[src/rtl/disp_pkg.sv]
// Shared definitions for the seven-segment display scan logic.
package disp_pkg;
  localparam int NUM_DIGITS = 8;
  localparam int SEL_W      = 3;

  typedef enum logic [1:0] {
    IDLE,
    BLANK,
    SHOW
  } scan_state_t;

  localparam logic [NUM_DIGITS-1:0] ANODES_OFF = 8'hFF;
endpackage

[src/rtl/digit_decoder_3to8.sv]
// Combinational 3-to-8 decoder producing an active-low one-hot anode pattern.
module digit_decoder_3to8
  import disp_pkg::*;
(
  input  logic [SEL_W-1:0]      sel,
  input  logic                  en,
  output logic [NUM_DIGITS-1:0] an_n
);

  always_comb begin
    an_n = ANODES_OFF;
    if (en) an_n[sel] = 1'b0;
  end

endmodule

[src/rtl/display_scan_ctrl.sv]
// Time-multiplexed scan controller for an 8-digit seven-segment display,
// with a blanking interval at the start of every digit slot.
module display_scan_ctrl
  import disp_pkg::*;
#(
  parameter int DIGIT_CYCLES = 100000,
  parameter int BLANK_CYCLES = 1000
) (
  input  logic                  clk,
  input  logic                  rst_n,
  input  logic                  enable,
  input  logic [NUM_DIGITS-1:0] digit_en,
  input  logic [NUM_DIGITS-1:0] dp_en,
  output logic [SEL_W-1:0]      sel,
  output logic [NUM_DIGITS-1:0] an_n,
  output logic                  dp_n,
  output logic                  frame_tick
);

  localparam int CNT_W = (DIGIT_CYCLES > 1) ? $clog2(DIGIT_CYCLES) : 1;
  localparam logic [CNT_W-1:0] CNT_LAST   = CNT_W'(DIGIT_CYCLES - 1);
  localparam logic [CNT_W-1:0] BLANK_LAST = CNT_W'(BLANK_CYCLES - 1);
  localparam logic [SEL_W-1:0] SEL_LAST   = SEL_W'(NUM_DIGITS - 1);

  scan_state_t           state_q, state_d;
  logic [CNT_W-1:0]      cnt_q, cnt_d;
  logic [SEL_W-1:0]      sel_q, sel_d;
  logic [NUM_DIGITS-1:0] an_n_q, an_n_d;
  logic                  dp_n_q, dp_n_d;
  logic                  frame_tick_q, frame_tick_d;
  logic                  lit_en;

  always_comb begin
    state_d      = state_q;
    cnt_d        = cnt_q;
    sel_d        = sel_q;
    frame_tick_d = 1'b0;
    if (!enable) begin
      state_d = IDLE;
      cnt_d   = '0;
      sel_d   = '0;
    end else begin
      case (state_q)
        IDLE: begin
          state_d = BLANK;
          cnt_d   = '0;
          sel_d   = '0;
        end
        default: begin
          if (cnt_q == CNT_LAST) begin
            state_d      = BLANK;
            cnt_d        = '0;
            sel_d        = sel_q + SEL_W'(1);
            frame_tick_d = (sel_q == SEL_LAST);
          end else begin
            cnt_d   = cnt_q + CNT_W'(1);
            // cnt_d reaches BLANK_CYCLES exactly when the slot leaves blanking
            state_d = (cnt_q >= BLANK_LAST) ? SHOW : BLANK;
          end
        end
      endcase
    end
  end

  // Outputs are computed from the next state so they line up with it once registered.
  always_comb begin
    lit_en = (state_d == SHOW) && digit_en[sel_d];
    dp_n_d = ~(lit_en & dp_en[sel_d]);
  end

  digit_decoder_3to8 u_decoder (
    .sel  (sel_d),
    .en   (lit_en),
    .an_n (an_n_d)
  );

  always_ff @(posedge clk or negedge rst_n) begin
    if (!rst_n) begin
      state_q      <= IDLE;
      cnt_q        <= '0;
      sel_q        <= '0;
      an_n_q       <= ANODES_OFF;
      dp_n_q       <= 1'b1;
      frame_tick_q <= 1'b0;
    end else begin
      state_q      <= state_d;
      cnt_q        <= cnt_d;
      sel_q        <= sel_d;
      an_n_q       <= an_n_d;
      dp_n_q       <= dp_n_d;
      frame_tick_q <= frame_tick_d;
    end
  end

  assign sel        = sel_q;
  assign an_n       = an_n_q;
  assign dp_n       = dp_n_q;
  assign frame_tick = frame_tick_q;

endmodule
[config.mk]
export PLATFORM = sky130hd
export DESIGN_NAME = display_scan_ctrl
export DESIGN_NICKNAME = d
export VERILOG_FILES = /design/src/rtl/disp_pkg.sv /design/src/rtl/digit_decoder_3to8.sv /design/src/rtl/display_scan_ctrl.sv
export SDC_FILE = /design/constraint.sdc
export NUM_CORES = 1
export LEC_CHECK = 0
export ABC_AREA = 1
export CAP_MARGIN = 0
export CORE_UTILIZATION = 44
export DETAILED_ROUTE_END_ITERATION = 10
export DONT_BUFFER_PORTS = 1
export PLACE_DENSITY = 0.57
export SLEW_MARGIN = 20
export SYNTH_ARGS = -nofsm -noshare
export SYNTH_HDL_FRONTEND = slang
export SYNTH_SLANG_ARGS = --single-unit
[constraint.sdc]
create_clock -name clk -period 4.7 [get_ports clk]
set_input_delay 1.41 -clock clk [delete_from_list [all_inputs] [get_ports clk]]
set_output_delay 1.41 -clock clk [all_outputs]
set_load 0.03 [all_outputs]
==> results of run 1 <==
## sequential cells by signal, indices dropped and copies added (netlist names)
name and count:
an_n 8, dp_n 1, state_q 2, sel 3, frame_tick 1, cnt_q 17
## metal layers
metal / track usage (%) / wire, um / vias up / share of wire [%]
met5: 0 / 0 / - / 0
met4: 6.65 / 51 / 0 / 1.4
met3: 6.03 / 146 / 5 / 3.9
met2: 27.2 / 1540 / 30 / 41
met1: 28.5 / 2030 / 666 / 54
li1: - / - / 756 / -
## stage by stage
| step | hold WS, ps | setup slack [ps] |
|---|---|---|
| after floorplan | 432 | 2010 |
| after global placement | 466 | 1360 |
| after detailed placement | 462 | 1300 |
| after CTS | 471 | 1610 |
| after global routing | 511 | 1470 |
| final | 463 | 1630 |
## power groups by stage
stage          clock, uW  combinational, uW  sequential (uW)
6_report             263               14.8              278
5_1_grt              282               17.4              278
4_1_cts              271               14.8              278
3_5_place_dp           0               14.8              283
3_3_place_gp           0               14.5              283
2_1_floorplan          0               12.3              282
## critical path: cells and delay by family
kind	cells	cell delay, ps
compound gates	1	110
simple gates	6	1450
buf+inv	2	310
## cell type report
class                           count  share of cell area (%)
Clock buffer                        5                    3.47
Clock inverter                      3                    2.15
Inverter                           45                    8.53
Multi-Input combinational cell    164                    41.7
Sequential cell                    32                    41.0
Tap cell                           50                    3.16
## logic make-up (layout without fill, tap and decap cells)
kind of cell | count (synthesis) | in the layout | synth area share, %
compound gates | 18 | 18 | 5.49
xor+xnor | 2 | 2 | 0.961
fa+ha+maj | 3 | 3 | 2.06
buf+inv | 47 | 53 | 10.2
flops | 32 | 32 | 44.5
simple gates | 141 | 141 | 36.8
## placed cells by master, fill, tap and decap left out
master,synthesis,layout
nor4_1,2,2
nand3_2,5,5
xnor2_1,2,2
clkinv_2,0,1
inv_1,44,44
clkbuf_8,0,5
nor3_1,5,5
nand2_1,65,65
nand3_1,8,8
or2_2,1,1
ha_1,3,3
a2111oi_0,1,1
nor2_2,3,3
a31oi_1,2,2
bufinv_16,0,1
clkinvlp_4,0,1
dfstp_2,9,9
inv_2,1,1
nor3_2,1,1
a21oi_1,7,7
nor2_4,4,4
nand2_2,5,5
nand4_1,5,5
nor2_1,35,35
o21ai_0,7,7
dfrtp_1,23,23
nand3_4,1,1
a21oi_2,1,1
nor3b_1,1,1
## path summary, 6_finish.rpt
check | to | startpoint | depth (start not counted)
max | an_n[0]$_DFF_PN1_ | enable | 9
min | cnt_q[0]$_DFF_PN0_ | cnt_q[0]$_DFF_PN0_ | 1
max reg2reg | an_n[0]$_DFF_PN1_ | state_q[0]$_DFF_PN0_ | 9
min reg2reg | cnt_q[0]$_DFF_PN0_ | cnt_q[0]$_DFF_PN0_ | 1
max in group asynchronous | an_n[0]$_DFF_PN1_ | rst_n | 0
min in group asynchronous | state_q[0]$_DFF_PN0_ | rst_n | 0
==> results.json, run 1 <==
{
  "outcome": "finished, final reports clean",
  "finalCriticalPeriod_ps": 3070,
  "synth_nets": 265,
  "drv_cap": 0,
  "cp_common_cell": "nand2_1",
  "synth_common_cells": "65 x nand2_1, 44 x inv_1, 35 x nor2_1",
  "ir_worst_vdd_uv": 158,
  "die_h_um": 66.4,
  "clk_pin_slew_worst_paths_ps": 70,
  "fmax_mhz": 325,
  "port_buffers": 0,
  "finalMaxSlewViolations": 0,
  "internal_power_uw": 438,
  "regToRegSetupSlack_ps": 2420,
  "final-seq-area_um2": 812,
  "drive_gt1_share_pct": 15.7,
  "cts_resized": 0,
  "rsz0062_at_grt": "false",
  "ys_seq_elements": 32,
  "synth_edf_count": 0,
  "yosys.cell_types.count": 27,
  "netlist_area_mm2": 0.00182,
  "clk_path_buf_depth": 2,
  "initial_core_util_pct": 45.6,
  "die_w_um": 66.4,
  "final-hold-violation-count": 0,
  "die_area_mm2": 0.00440,
  "powerDensity_mw_per_mm2": 280,
  "p_leak_uw": 0.000911,
  "syn_inst": 243,
  "drt-wirelength-per-cell_um": 12.6,
  "grt_overflow": 0,
  "tightest_slew_ps": 886,
  "cts_htree_levels": 2,
  "crit_type": "input port to flip-flop",
  "multi_input_area_um2": 826,
  "fin_nets": 270,
  "synth_sequential_area_ratio_pct": 44.5,
  "routed-via-count": 1457,
  "syn_to_final_growth_pct": 8.65,
  "max_slew_margin_pct": 40.7,
  "track_usage_pct": 19.6,
  "clock_latency_ps": 290,
  "postCtsHoldBufs": 0,
  "wl_um": 3770,
  "hpwl_um": 2810,
  "dp_cells": 291,
  "clock-sinks": 32,
  "fill_cells": 404,
  "cts_setup_buffers": 0,
  "synth_area_per_cell_um2": 7.50,
  "antenna_cells": 0,
  "setup_tns_ps": 0,
  "worstSetupStartpointType": "input port",
  "synthDominantCellAreaShare_pct": 31.6,
  "grt_pass1_vias": 1350,
  "ant_nets": 0,
  "min_period_over_period_pct": 65.4,
  "drt_iter0_drc": 71,
  "drtPass1Iterations": 4,
  "cts_tree": "built",
  "skew_ps": 10.7,
  "power.total_uw": 555,
  "hold_class": "flip-flop to flip-flop",
  "drc": 0,
  "core_area_mm2": 0.00400,
  "cts-root-buf": "clkbuf_8",
  "power_frac_seq_pct": 50.0,
  "slowest_delay_ps": 680,
  "arrival_ps": 3290,
  "critPathCaptureType": "flip-flop",
  "fin_area_mm2": 0.00198,
  "yosysTopAreaCell": "dfrtp_1",
  "vias_per_cell": 4.87,
  "synthFlopType": "dfrtp_1",
  "synth.most_common_cell": "nand2_1",
  "crit_path_cell_trace": "inv_1 > nor2_1 > nand2_2 > inv_1 > nand2_1 > a21oi_2 > nand2_1 > nor2_4 > nand2_1",
  "place_congestion": 0.772,
  "p_switching_uw": 117,
  "async_reset_ff_share_pct": 100,
  "grt_pass1_wl_um": 6350,
  "clockPowerShare_pct": 47.3,
  "netlist_top_cells_area": "dfrtp_1 32%, nand2_1 13%, dfstp_2 13%, inv_1 9.1%, nor2_1 7.2%",
  "crit_path_top_delay_cell": "nor2_1",
  "final_cells": 299,
  "grt_max_degree": 33,
  "antenna_found_initial": 0,
  "placed_cell_area_mm2": 0.00187,
  "p_sw_share_pct": 21.0,
  "setup_viol": 0,
  "finish.utilization_pct": 49.5,
  "required_ps": 4910,
  "cts_buffers": 5,
  "ioPinCount": 32,
  "yosys_warnings": 0,
  "p_comb_share_pct": 2.7,
  "crit_fanout": 12,
  "rows": 23
}
No activity file was read; power rests on OpenSTA's default activity.
==> inputs of run 2 (changes only) <==
- clock period: 4.7 -> 3.1 ns (I/O delays scaled with it)
==> run 2 against run 1 <==
Combinational power up 57%; global-route usage down 0.38 points; largest power group unchanged; critical endpoint is now an_n[6]$_DFF_PN1_; setup slack worse by 740 ps; sequential power up 51%.
==> results.json, run 2 (synthesis results as in run 1) <==
{
  "grt_max_degree": 33,
  "grt.busiest_layer": "met1",
  "crit_type": "flip-flop to flip-flop",
  "required_ps": 3300,
  "multi_input_area_um2": 826,
  "max_slew_margin_pct": 72.2,
  "die_w_um": 66.4,
  "setup_viol": 0,
  "rr_worst_depth": 12,
  "rsz0062_at_grt": "false",
  "hpwl_um": 2770,
  "largest_register": "cnt_q",
  "drt-wirelength-per-cell_um": 12.4,
  "fin_nets": 271,
  "clk_pin_slew_worst_paths_ps": 70,
  "largest_reg_flops": 17,
  "cts_buffers": 5,
  "setup_tns_ps": 0,
  "initial_core_util_pct": 45.6,
  "cts_htree_levels": 2,
  "skew_ps": 5.62,
  "grt_pass1_vias": 1332,
  "cts-root-buf": "clkbuf_8",
  "use_met1_pct": 27.4,
  "most-common-layout-cells": "65 x nand2_1, 44 x inv_1, 35 x nor2_1",
  "grtUsageMet2_pct": 27.3,
  "worstSetupStartpointType": "flip-flop",
  "final-hold-violation-count": 0,
  "drc": 0,
  "clock_latency_ps": 280,
  "outcome": "finished, final reports clean",
  "core_area_mm2": 0.00400,
  "final-seq-area_um2": 812,
  "drive_gt1_share_pct": 16.0,
  "grtUsageMet3_pct": 6.03,
  "clock-sinks": 32,
  "min_period_over_period_pct": 71.4,
  "cts_setup_buffers": 0,
  "ioPinCount": 32,
  "syn_to_final_growth_pct": 8.03,
  "hold_slack_ps": 336,
  "layout_commonest_cell": "nand2_1",
  "power.total_uw": 774,
  "fin_area_mm2": 0.00197,
  "critPathCaptureType": "flip-flop",
  "cts_resized": 0,
  "cts_tree": "built",
  "tightest_slew_ps": 406,
  "fmax_mhz": 452,
  "die_h_um": 66.4,
  "drv_cap": 0,
  "place_congestion": 0.748,
  "placed_cell_area_mm2": 0.00188,
  "ir_worst_vdd_uv": 214,
  "drtPass1Iterations": 4,
  "fill_cells": 399,
  "powerDensity_mw_per_mm2": 393,
  "finalCriticalPeriod_ps": 2210,
  "ant_nets": 0,
  "clk_path_buf_depth": 2,
  "port_buffers": 0,
  "grt_overflow": 0,
  "routed-via-count": 1443,
  "antenna_found_initial": 0,
  "crit_fanout": 11,
  "die_area_mm2": 0.00440,
  "hold_class": "input port to async pin",
  "p_leak_uw": 0.000913,
  "drt_iter0_drc": 72,
  "track_usage_pct": 19.3,
  "finalMaxSlewViolations": 0,
  "postCtsHoldBufs": 0,
  "arrival_ps": 2410,
  "vias_per_cell": 4.81,
  "grt_pass1_wl_um": 6200,
  "rows": 23,
  "antenna_cells": 0,
  "wl_um": 3710
}
## run 2: cell types whose count changed in the layout (fill, tap and decap cells not counted), sizes merged
cell	change
clkbuf	+1
clkinv	+1
bufinv	-1
clkinvlp	-1
buf	+1
## run 2: final timing paths
path	startpoint	to	slack, ps
setup / recovery	cnt_q[0]$_DFF_PN0_	an_n[6]$_DFF_PN1_	890
hold / removal	rst_n	cnt_q[8]$_DFF_PN0_	340
setup reg to reg	cnt_q[0]$_DFF_PN0_	an_n[6]$_DFF_PN1_	890
hold reg to reg	cnt_q[0]$_DFF_PN0_	cnt_q[0]$_DFF_PN0_	470
max in group asynchronous	rst_n	an_n[7]$_DFF_PN1_	2590
min in group clk	cnt_q[0]$_DFF_PN0_	cnt_q[0]$_DFF_PN0_	470
## run 2: critical path, cell delays in order, from the launching register on
cell and delay (ps):
dfrtp_1 370, ha_1 210, nand3_1 160, nor2_4 220, nand3_4 160, nand2_2 100, nand3_2 210, nand3_1 200
nor2_1 50, nor2_1 90, nand2_1 80, nor2_4 190, nand2_1 90
## run 2: where the power goes
group	switching, uW	total [uW]	internal, uW
Combinational	15.5	23.2	7.75
Clock	153	330	177
Sequential	1.07	421	420
## run 2: through the flow
step                std cells  worst slack (ps)  util (%)
floorplan                 243               894         -
global placement          292               784      46.9
detailed placement        292               740      46.9
CTS                       300               863      49.2
global route              300               662      49.2
finish                    300               888      49.2
## run 2: area by class of cell
class	instances	area share, %
Multi-Input combinational cell	164	41.9
Inverter	45	8.58
Clock inverter	2	0.508
Timing Repair Buffer	1	0.381
Sequential cell	32	41.2
Tap cell	50	3.18
Clock buffer	6	4.19
## run 2: per-layer routing
| metal | part of all wire [%] | vias to the layer above |
|---|---|---|
| met5 | 0 | - |
| met4 | 1.3 | 0 |
| met3 | 4.3 | 6 |
| met2 | 41 | 31 |
| met1 | 53 | 645 |
| li1 | - | 761 |
==> inputs of run 3 (changes only) <==
- PLACE_DENSITY: 0.57 -> 0.59
- clock period: 3.1 -> 2.01 ns (I/O delays scaled with it)
==> run 3 against run 2 <==
Clock skew is 1.6 ps lower; sequential power rose by 54%; power rose by 62%; sequential share of layout area is 6.0 points lower; largest power group unchanged; global-route usage is 2.0 points higher.
==> results.json, run 3 (synthesis results as in run 1) <==
{
  "port_buffers": 0,
  "grtUsageMet3_pct": 4.14,
  "min_period_over_period_pct": 98.5,
  "power_frac_seq_pct": 51.8,
  "clk_pin_slew_worst_paths_ps": 70,
  "die_w_um": 66.4,
  "use_met1_pct": 30.6,
  "setup_viol": 0,
  "ir_worst_vdd_uv": 279,
  "crit_type": "flip-flop to flip-flop",
  "drtPass1Iterations": 4,
  "drc": 0,
  "fin_area_mm2": 0.00230,
  "powerDensity_mw_per_mm2": 545,
  "hold_class": "input port to async pin",
  "ant_nets": 0,
  "p_sw_share_pct": 21.9,
  "clock-sinks": 32,
  "grt_max_degree": 33,
  "initial_core_util_pct": 45.6,
  "die_area_mm2": 0.00440,
  "drt-wirelength-per-cell_um": 13.1,
  "internal_power_uw": 981,
  "routed-via-count": 1625,
  "place_congestion": 0.820,
  "cts_buffers": 5,
  "finalMaxSlewViolations": 0,
  "antenna_cells": 0,
  "rows": 23,
  "hpwl_um": 3050,
  "final_cells": 326,
  "vias_per_cell": 4.98,
  "clockPowerShare_pct": 43.8,
  "grt_pass1_vias": 1477,
  "largest_reg_flops": 17,
  "cts_tree": "built",
  "dp_slack_ps": -35.4,
  "antenna_found_initial": 0,
  "tightest_slew_ps": 873,
  "core_area_mm2": 0.00400,
  "p_switching_uw": 275,
  "ioPinCount": 32,
  "finalWorstSetupSlack_ps": 30.9,
  "placed_cell_area_mm2": 0.00200,
  "grt_overflow": 0,
  "largest_register": "cnt_q",
  "drive_gt1_share_pct": 26.8,
  "rsz0062_at_grt": "true",
  "outcome": "finished, final reports clean",
  "setup_tns_ps": 0,
  "fin_nets": 297,
  "cts_htree_levels": 2,
  "layout_commonest_cell": "nand2_1",
  "required_ps": 2220,
  "final-hold-violation-count": 0,
  "finalCriticalPeriod_ps": 1980,
  "most-common-layout-cells": "59 x nand2_1, 44 x inv_1, 33 x nor2_1",
  "wl_um": 4280,
  "track_usage_pct": 21.3,
  "arrival_ps": 2190,
  "cts-root-buf": "clkbuf_8",
  "p_leak_uw": 0.00104,
  "finish.utilization_pct": 57.6,
  "dp_cells": 308,
  "clk_path_buf_depth": 2,
  "drv_cap": 0,
  "crit_fanout": 6,
  "drt_iter0_drc": 88,
  "grt.busiest_layer": "met1",
  "grt_pass1_wl_um": 6840,
  "syn_to_final_growth_pct": 26.4,
  "fmax_mhz": 505,
  "clock_latency_ps": 290,
  "p_comb_share_pct": 4.5,
  "grtUsageMet2_pct": 30.2,
  "die_h_um": 66.4,
  "max_slew_margin_pct": 41.6,
  "worstSetupStartpointType": "flip-flop",
  "skew_ps": 4.00,
  "critPathCaptureType": "flip-flop"
}
run 3: cell count changes in the layout (fill, tap and decap cells not counted), moves of 3 or more:
cell,before,now
buf_4,1,21
nand2_1,65,59
nand3_4,1,6
nand2_2,5,9
dlygate4sd3_1,0,3
nand3_1,8,5
nor2_4,4,7
run 3: layer usage:
layer / share of wire, % / routed length (um)
met5: 0 / 0
met2: 45 / 1930
met1: 49 / 2080
met4: 1.8 / 76
met3: 4.3 / 184
run 3: worst paths after layout:
kind	depth (start not counted)	startpoint	to	slack, ps
min in group clk	2	enable	state_q[0]$_DFF_PN0_	440
worst min-delay path	0	rst_n	an_n[1]$_DFF_PN1_	160
worst max-delay path	13	cnt_q[1]$_DFF_PN0_	an_n[4]$_DFF_PN1_	30
worst max register to register	13	cnt_q[1]$_DFF_PN0_	an_n[4]$_DFF_PN1_	30
max in group asynchronous	1	rst_n	cnt_q[8]$_DFF_PN0_	590
worst min register to register	3	state_q[1]$_DFF_PN0_	state_q[0]$_DFF_PN0_	520
run 3: power by group through the flow:
| stage | logic [uW] | clock network (uW) | registers [uW] |
|---|---|---|---|
| 2_1_floorplan | 28.9 | 0 | 660 |
| 3_3_place_gp | 39.1 | 0 | 661 |
| 3_5_place_dp | 39.1 | 0 | 661 |
| 4_1_cts | 43.6 | 557 | 649 |
| 5_1_grt | 64.2 | 586 | 650 |
| 6_report | 56.2 | 550 | 650 |
run 3: cell type report:
cell class,count,area (um^2)
flip-flops and latches,32,812
multi-input cells,165,948
fillers,367,1700
clock buffers,8,100
repair buffers,26,210
well taps,50,62.6
inverters,45,171
run 3: repair_timing:
item,in CTS,in global routing
endpoints found under the setup margin,9,11
pin swaps,3,13
buffers inserted,3,3
gates resized for setup,5,22
cloned,1,0
hold buffers,1,2
hold endpoints to repair,1,19
run 3: critical path: stages, from the launching register on:
cell and delay, ps:
dfrtp_1 400, ha_4 170, nand3_4 90, nor2_4 200, buf_6 130, nand4_1 140
nand3_4 180, inv_4 60, nand2_4 70, nor2_4 40, nand2_2 80, nand3_4 80
nor2_4 190, nand2_1 80
run 3: per-stage QoR:
stage	hold WS [ps]	total power (uW)
2_1_floorplan	307	689
3_3_place_gp	308	700
3_5_place_dp	308	700
4_1_cts	0.0270	1250
5_1_grt	144	1300
6_report	155	1260
